### config.mk
export PLATFORM = sky130hd
export DESIGN_NAME = universal_shift_register
export DESIGN_NICKNAME = d
export VERILOG_FILES = /design/src/rtl/usr_pkg.sv /design/src/rtl/usr_bit_cell.sv /design/src/rtl/universal_shift_register.sv
export SDC_FILE = /design/constraint.sdc
export NUM_CORES = 1
export LEC_CHECK = 0
export ABC_CLOCK_PERIOD_IN_PS = 2000
export BUFFER_PORTS_ARGS = -buffer_cell sky130_fd_sc_hd__clkbuf_2
export CAP_MARGIN = 25
export CORE_MARGIN = 1
export CORE_UTILIZATION = 48
export DETAILED_ROUTE_END_ITERATION = 10
export PLACE_DENSITY_LB_ADDON = 0.3
export SETUP_SLACK_MARGIN = 0.02
export SYNTH_ARGS = -nofsm -noshare
export SYNTH_HDL_FRONTEND = slang
export SYNTH_HIERARCHICAL = 1
export SYNTH_SLANG_ARGS = --single-unit
export TNS_END_PERCENT = 20
### constraint.sdc
create_clock -name clk -period 2 [get_ports clk]
set_clock_uncertainty 0.15 [all_clocks]
set_input_delay 0.1 -clock clk [delete_from_list [all_inputs] [get_ports clk]]
set_output_delay 0.1 -clock clk [all_outputs]
set_load 0.005 [all_outputs]
### src/rtl/usr_pkg.sv
// Shared definitions for the universal shift register.
//   - MODE_* : 3-bit operation codes presented on the top-level mode port.
//   - cell_sel_e : per-bit mux select used between the top and usr_bit_cell.
//   - cnt_width() : width of the shift counter for a given register width.
package usr_pkg;

    localparam logic [2:0] MODE_HOLD  = 3'b000;
    localparam logic [2:0] MODE_LOAD  = 3'b001;
    localparam logic [2:0] MODE_SHL   = 3'b010;
    localparam logic [2:0] MODE_SHR   = 3'b011;
    localparam logic [2:0] MODE_ROTL  = 3'b100;
    localparam logic [2:0] MODE_ROTR  = 3'b101;
    localparam logic [2:0] MODE_CLEAR = 3'b110;
    localparam logic [2:0] MODE_RSVD  = 3'b111;

    // Per-bit source select. SEL_LO takes the neighbour one position below
    // (left shift / rotate); SEL_HI takes the neighbour one position above.
    typedef enum logic [2:0] {
        SEL_HOLD = 3'd0,
        SEL_LOAD = 3'd1,
        SEL_LO   = 3'd2,
        SEL_HI   = 3'd3,
        SEL_ZERO = 3'd4
    } cell_sel_e;

    function automatic int cnt_width(input int width);
        return $clog2(width + 1);
    endfunction

endpackage

### src/rtl/usr_bit_cell.sv
// One storage bit of the universal shift register: a five-way source mux
// feeding an asynchronous-reset D flip-flop.
// Ports:
//   clk, rst_n  : clock, asynchronous active-low reset (bit goes to RST_VAL)
//   sel         : source select (hold / load / lower / upper / zero)
//   load_in     : parallel load bit
//   lo_in       : value from the neighbour below (or left-end wrap/serial)
//   hi_in       : value from the neighbour above (or right-end wrap/serial)
//   q, qn       : stored bit and its complement
module usr_bit_cell
    import usr_pkg::*;
#(
    parameter logic RST_VAL = 1'b0
) (
    input  logic      clk,
    input  logic      rst_n,
    input  cell_sel_e sel,
    input  logic      load_in,
    input  logic      lo_in,
    input  logic      hi_in,
    output logic      q,
    output logic      qn
);

    logic q_q;
    logic q_d;

    always_comb begin
        q_d = q_q;
        case (sel)
            SEL_HOLD: q_d = q_q;
            SEL_LOAD: q_d = load_in;
            SEL_LO:   q_d = lo_in;
            SEL_HI:   q_d = hi_in;
            SEL_ZERO: q_d = 1'b0;
            default:  q_d = q_q;
        endcase
    end

    always_ff @(posedge clk or negedge rst_n) begin
        if (!rst_n) begin
            q_q <= RST_VAL;
        end else begin
            q_q <= q_d;
        end
    end

    assign q  = q_q;
    assign qn = ~q_q;

endmodule

### src/rtl/universal_shift_register.sv
// WIDTH-bit universal shift register with hold/load/shift/rotate/clear modes,
// serial I/O at both ends and a saturating shift counter.
// Optional feature: define USR_PARITY_EN to drive parity = ^Q; otherwise
// parity is tied low and no XOR tree exists. Port list is the same either way.
// Ports:
//   clk, rst_n      : clock, asynchronous active-low reset
//   en              : cycle enable (0 forces hold)
//   mode            : operation select (see usr_pkg MODE_*)
//   D               : parallel load data
//   sin_r, sin_l    : serial inputs into bit 0 (SHL) / bit WIDTH-1 (SHR)
//   Q, Qn           : register state and complement
//   sout_l, sout_r  : Q[WIDTH-1], Q[0]
//   cnt, full       : shifts since last LOAD/CLEAR/reset (saturating), cnt==WIDTH
//   parity          : even-parity indicator of Q (or 0)
module universal_shift_register
    import usr_pkg::*;
#(
    parameter int               WIDTH     = 8,
    parameter logic [WIDTH-1:0] RESET_VAL = {WIDTH{1'b0}}
) (
    input  logic                        clk,
    input  logic                        rst_n,
    input  logic                        en,
    input  logic [2:0]                  mode,
    input  logic [WIDTH-1:0]            D,
    input  logic                        sin_r,
    input  logic                        sin_l,
    output logic [WIDTH-1:0]            Q,
    output logic [WIDTH-1:0]            Qn,
    output logic                        sout_l,
    output logic                        sout_r,
    output logic [cnt_width(WIDTH)-1:0] cnt,
    output logic                        full,
    output logic                        parity
);

    localparam int CW = cnt_width(WIDTH);

    cell_sel_e        sel;
    logic             lo_wrap;
    logic             hi_wrap;
    logic             is_shift;
    logic [WIDTH-1:0] lo_in;
    logic [WIDTH-1:0] hi_in;
    logic [WIDTH-1:0] q_w;
    logic [WIDTH-1:0] qn_w;
    logic [CW-1:0]    cnt_q;
    logic [CW-1:0]    cnt_d;

    // Mode decode. Reserved codes and en=0 fall through to hold.
    always_comb begin
        sel      = SEL_HOLD;
        is_shift = 1'b0;
        if (en) begin
            case (mode)
                MODE_LOAD:  sel = SEL_LOAD;
                MODE_SHL,
                MODE_ROTL: begin
                    sel      = SEL_LO;
                    is_shift = 1'b1;
                end
                MODE_SHR,
                MODE_ROTR: begin
                    sel      = SEL_HI;
                    is_shift = 1'b1;
                end
                MODE_CLEAR: sel = SEL_ZERO;
                default:    sel = SEL_HOLD;
            endcase
        end
    end

    // End-of-chain sources: serial input for shifts, opposite end for rotates.
    // With WIDTH=1 the rotate wrap is the bit itself, so ROTL/ROTR hold.
    assign lo_wrap = (mode == MODE_SHL) ? sin_r : q_w[WIDTH-1];
    assign hi_wrap = (mode == MODE_SHR) ? sin_l : q_w[0];

    for (genvar i = 0; i < WIDTH; i++) begin : g_bit
        if (i == 0) begin : g_lo_end
            assign lo_in[i] = lo_wrap;
        end else begin : g_lo_mid
            assign lo_in[i] = q_w[i-1];
        end

        if (i == WIDTH - 1) begin : g_hi_end
            assign hi_in[i] = hi_wrap;
        end else begin : g_hi_mid
            assign hi_in[i] = q_w[i+1];
        end

        usr_bit_cell #(
            .RST_VAL (RESET_VAL[i])
        ) u_cell (
            .clk     (clk),
            .rst_n   (rst_n),
            .sel     (sel),
            .load_in (D[i]),
            .lo_in   (lo_in[i]),
            .hi_in   (hi_in[i]),
            .q       (q_w[i]),
            .qn      (qn_w[i])
        );
    end

    // Shift counter: cleared by LOAD/CLEAR, saturates at WIDTH.
    always_comb begin
        cnt_d = cnt_q;
        if (en) begin
            if (mode == MODE_LOAD || mode == MODE_CLEAR) begin
                cnt_d = '0;
            end else if (is_shift && (cnt_q != CW'(WIDTH))) begin
                cnt_d = cnt_q + CW'(1);
            end
        end
    end

    always_ff @(posedge clk or negedge rst_n) begin
        if (!rst_n) begin
            cnt_q <= '0;
        end else begin
            cnt_q <= cnt_d;
        end
    end

    assign Q      = q_w;
    assign Qn     = qn_w;
    assign sout_l = q_w[WIDTH-1];
    assign sout_r = q_w[0];
    assign cnt    = cnt_q;
    assign full   = (cnt_q == CW'(WIDTH));

`ifdef USR_PARITY_EN
    assign parity = ^q_w;
`else
    assign parity = 1'b0;
`endif

endmodule

; Yosys cells after proc, flatten, opt, wreduce, memory -nomap -nowiden
; Cells that the tools add are included.
[word_totals]
output_inout_bits = 24
wordCells = 54
reg_bits = 12
inputBits = 16
[classes]
n_reduce_logical = 8
bitwise_logic = 8
eq_ne = 12
muxes = 16
n_addsub = 1
[op_table]
columns = cell, count
row1 = 1-bit one-hot mux with 4 select lines, 8
row2 = 3-bit by 2-bit equality test with 1-bit output (second input constant), 4
row3 = 3-bit equality test (second input constant), 4
row4 = 3-bit one-hot mux with 4 select lines, 1
row5 = 4-bit two-way mux, 2
row6 = 1-bit inverter, 8
row7 = 3-bit by 1-bit equality test with 1-bit output (second input constant), 2
row8 = 4-bit by 1-bit adder with 4-bit output (second input constant), 1
row9 = 4-bit equality test (second input constant), 1
row10 = 1-bit two-way mux, 4
row11 = 4-bit inequality test (second input constant), 1
row12 = 4-bit nonzero test, 1
row13 = 2-bit OR reduction, 2
row14 = 4-bit OR reduction, 1
row15 = 3-bit two-way mux, 1
row16 = 2-bit AND reduction, 1
row17 = 2-bit nonzero test, 1
row18 = 1-bit logical AND, 1
row19 = 1-bit logical OR, 1

; Depth between registers and ports, before layout
[depth]
word_depth = 7
ltp_mapped = 6
ltp_nobuf = 6

; Cells and area by module
; Netlist, hierarchy kept.
[modules_own_cells]
columns = mod, seq_area_each_um2, n_inst, cells_per_inst, area_per_inst_um2
row1 = usr_bit_cell, 25.0, 8, 8, 76.3
row2 = universal_shift_register, 100.1, 1, 48, 420.4

; Least setup slack after synthesis
; OpenSTA, ideal clock, no wires.
[synth_path]
path_kind = input to register
from = input port mode[2]
to = register g_bit[0].u_cell.q_q
path_buffers = 1
setup_slack_ns = -0.078
required_ns = 1.756
path_stages = 6
t_arrival_ns = 1.834
setup_time_ns = 0.094
path_cell_list = buf_6 > xnor2_2 > nor2_1 > o21ai_0 > o311a_1 > a221oi_2
[synth_between]
elab_chain_cells = 6
elab_cells_between_ends = 17
cone_classes = 10 x eq/ne / 4 x mux / 3 x reduce/logical
[synth_rtl]
columns = item, line
row1 = "start, declared", universal_shift_register.sv:24  ; input logic [2:0] mode,
row2 = 3-bit by 2-bit equality test with 1-bit output or 3-bit equality test (tied branches), universal_shift_register.sv:55  ; case (mode)
row3 = 2-bit OR reduction, --
row4 = 3-bit one-hot mux with 4 select lines (*), universal_shift_register.sv:55
row5 = 3-bit two-way mux (*), universal_shift_register.sv:54  ; if (en) begin
row6 = net sel[1], universal_shift_register.sv:39  ; cell_sel_e sel;
row7 = 3-bit equality test (tied with other cells), usr_bit_cell.sv:30  ; case (sel)
row8 = 1-bit one-hot mux with 4 select lines or 4-bit nonzero test (tied branches), --
row9 = "end signal, assigned", usr_bit_cell.sv:44  ; q_q <= q_d;
row10 = "end, declared", usr_bit_cell.sv:25  ; logic q_q;
; The timed path passes the listed nets; every way through them passes the cells marked *.
; A chain may end at the register's enable or synchronous reset.

; Final worst setup path
[layout_path]
from = register cnt_q[0] (netlist: cnt[0])
to = register cnt_q[0] (netlist: cnt[0])
[layout_between]
elab_chain_cells = 4
elab_cells_between_ends = 7
cone_classes = 1 x add/sub / 1 x eq/ne / 2 x mux / 3 x reduce/logical
[layout_rtl]
columns = item, line
row1 = "start, declared", universal_shift_register.sv:47  ; logic [CW-1:0] cnt_q;
row2 = "start signal, assigned", universal_shift_register.sv:121  ; cnt_q <= cnt_d;
row3 = branches (longest 4 deep; another with 4-bit by 1-bit adder with 4-bit output), --
; Parallel ways; which one is timed is not known. The select of a mux whose other input is x is not followed.

==> reports/metrics.csv <==
stage,metric,value,unit
outcome,status,completed,
final_layout,layout cell share with drive strength beyond 1,39.1,%
global_route,Global Route met1 Usage,31.5,%
timing,Setup WS post-layout,0.306,ns
final_layout,Multi-input gate area,601,um^2
critical_path,Worst Path Max Fanout,6,
critical_path,WS Path Type,reg2reg,
die,std cell rows,16,
clock_tree,Num CTS Buffers,3,
power,peak supply drop,462,uV
critical_path,Worst Path Arrival,1.67,ns
critical_path,CP Data Required Time,1.98,ns
synthesis,Mapped Nets,130,
placed_design,Placer Congestion,0.841,
clock_tree,CTS tree,yes,
drt,DRC errors left,0,
power,switching share of power,39.7,%
clock_tree,"Clk pin slew, worst setup/hold paths",0.08,ns
final_layout,fin cells,178,
clock_tree,H-tree depth,1,
power,P_sw,0.420,mW
power,Pint,0.639,mW
global_route,initial antenna violation count,0,
placed_design,Placed Area,1240,um^2
timing,Max Fclk,0.590,GHz
clock_tree,maximum clock insertion buffer count,2,
power,total power,1.06,mW
global_route,grt peak-use layer,met2,
die,Top-Level Pins,40,
clock_tree,CTS Sinks,12,
final_layout,Reg area,300,um^2
timing,"Hold Vio Cnt, Final",0,
power,Clock Power Share,13.9,%
clock_tree,root buffer selected by CTS,clkbuf_4,
placed_design,DP HPWL,1850,um
power,Logic pwr share,47.7,%
critical_path,CP Capture Type,register,
final_layout,"commonest non-fill, non-tap cell in the layout",clkbuf_2,
timing,RSZ-0062 raised after global routing,no,
critical_path,startpoint types,register,
die,die height,48.3,um
synthesis,Synth cell types,30,
power,Leakage,0.649,nW
synthesis,Post-Syn Area,1030,um^2
drt,final wirelength,2410,um
drt,Starting DRT DRC Count,24,
global_route,first-pass GRT wire length,4310,um
synthesis,mean post-synth cell area,9.21,um^2
synthesis,YS warnings,6,
drt,Routed Antenna Nets,0,
run,max_cap viols,0,
drt,DRT Pass-1 Iters,4,
power,Seq pwr share,38.4,%
final_layout,area delta synth->final,23.7,%
timing,Hold Slack,0.0125,ns
die,core area,1980,um^2
global_route,vias in the first global route,958,
final_layout,"commonest non-fill, non-tap cells in the layout","38 x clkbuf_2, 22 x inv_1, 12 x dfrtp_1",
global_route,met2 GRT Util,39.2,%
global_route,largest net degree at the start of global routing,34,
global_route,total gr overflow,0,
drt,routed vias/inst,5.61,
drt,vias,998,
timing,fin. max-slew vios,0,
clock_tree,Clock Latency Late Sink,0.27,ns
die,Starting Density,52.0,%
placed_design,Place WS,0.230,ns
timing,final worst-path cycle share,84.7,%
placed_design,Placed Instances,174,
die,die area,2340,um^2
synthesis,post-synthesis sequential area ratio,29.1,%
timing,final setup violation count,0,
final_layout,final instance area,1270,um^2
final_layout,# fillers,178,
clock_tree,postcts setup bufs,0,
drt,WL/cell,13.5,um
placed_design,PortBufs,38,
global_route,GRT Resource Usage Total,23.3,%
power,PwrDens,831,nW/um^2
final_layout,ANT cells,0,
die,Die W,48.3,um
timing,Tmin final,1.69,ns
hold_path,HP Class,in2reg,
synthesis,Yosys reg bits,12,
final_layout,Final Util,64.3,%
timing,total negative setup slack,0,ns
global_route,GRT met3 Usage,3.14,%
synthesis,Synth Instances,112,
final_layout,Final #Nets,171,
sequential cells by signal, indices dropped and copies added, names as in the netlist:
| register | count |
|---|---|
| g_bit.u_cell/q | 8 |
| cnt | 4 |
cell type report:
type | instances | share of cell area, %
clock buffers | 3 | 1.77
inverters | 22 | 6.48
multi-input cells | 72 | 47.1
flip-flops and latches | 12 | 23.6
well taps | 27 | 2.65
repair buffers | 42 | 18.4
power by group through the flow:
stage	Sequential [mW]	Clock (mW)	Combinational, mW
final	0.407	0.147	0.505
after CTS	0.408	0.154	0.509
after global routing	0.424	0.162	0.568
after detailed placement	0.412	0	0.504
after global placement	0.403	0	0.484
after floorplan	0.400	0	0.315
timing repair:
action,CTS,global route
hold endpoints to repair,12,0
hold buffers,1,0
endpoints found under the setup margin,0,2
gates resized for setup,0,1
per-layer routing:
metal,vias to the layer above,share of wire [%]
li1,487,-
met1,467,44
met2,42,49
met5,-,0
met3,2,6.5
met4,0,0.54
synth_stat cells:
| master | n | share of area (%) |
|---|---|---|
| inv_1 | 22 | 8.0 |
| dfrtp_1 | 12 | 29 |
| nor2_1 | 10 | 3.6 |
| o21ai_0 | 9 | 4.4 |
| a221oi_2 | 8 | 12 |
| mux2i_1 | 8 | 7.8 |
| o311a_1 | 8 | 7.8 |
| buf_4 | 3 | 2.2 |
| mux2_2 | 3 | 3.3 |
| nand2_1 | 3 | 1.1 |
| nand3b_1 | 3 | 2.2 |
| a31oi_1 | 2 | 1.2 |
| buf_6 | 2 | 2.2 |
| ha_1 | 2 | 2.4 |
| nand4_1 | 2 | 1.2 |
| a21oi_1 | 1 | 0.48 |
| a41oi_1 | 1 | 0.85 |
| and4b_1 | 1 | 0.97 |
| and4bb_2 | 1 | 1.2 |
| buf_2 | 1 | 0.48 |
| conb_1 | 1 | 0.36 |
| nor2b_1 | 1 | 0.61 |
| nor3_1 | 1 | 0.48 |
| nor3b_1 | 1 | 0.73 |
| o311ai_0 | 1 | 0.85 |
| o311ai_1 | 1 | 0.85 |
| or3b_2 | 1 | 0.85 |
| or4_1 | 1 | 0.73 |
| xnor2_2 | 1 | 1.6 |
| xor2_1 | 1 | 0.85 |
path summary, 6_finish.rpt:
path / cells after the start / startpoint / endpoint / slack [ns]
min in group asynchronous: 2 / rst_n / g_bit[3].u_cell/q / 0.10
max in group asynchronous: 2 / rst_n / cnt[0] / 1.34
min: 3 / D[5] / g_bit[5].u_cell/q / 0.01
max: 6 / cnt[0] / cnt[0] / 0.31
max reg2reg: 6 / cnt[0] / cnt[0] / 0.31
min reg2reg: 1 / cnt[0] / cnt[0] / 0.45
worst max-delay path, cell delays in order (launching register included):
cell      delay [ns]
dfrtp_1         0.43
inv_1           0.07
ha_1            0.20
nand3b_1        0.15
inv_1           0.07
o311ai_1        0.34
a31oi_1         0.16
cells by family (layout without fill, tap and decap cells):
| kind of cell | after synthesis | after routing | synth area share, % |
|---|---|---|---|
| other cells | 1 | 1 | 0.364 |
| buf+inv | 28 | 67 | 12.9 |
| flops | 12 | 12 | 29.1 |
| mux | 11 | 11 | 11.0 |
| xor+xnor | 2 | 2 | 2.43 |
| fa+ha+maj | 2 | 2 | 2.43 |
| simple gates | 25 | 25 | 13.7 |
| compound gates | 31 | 31 | 28.0 |
(Power assumes the default switching activity.)
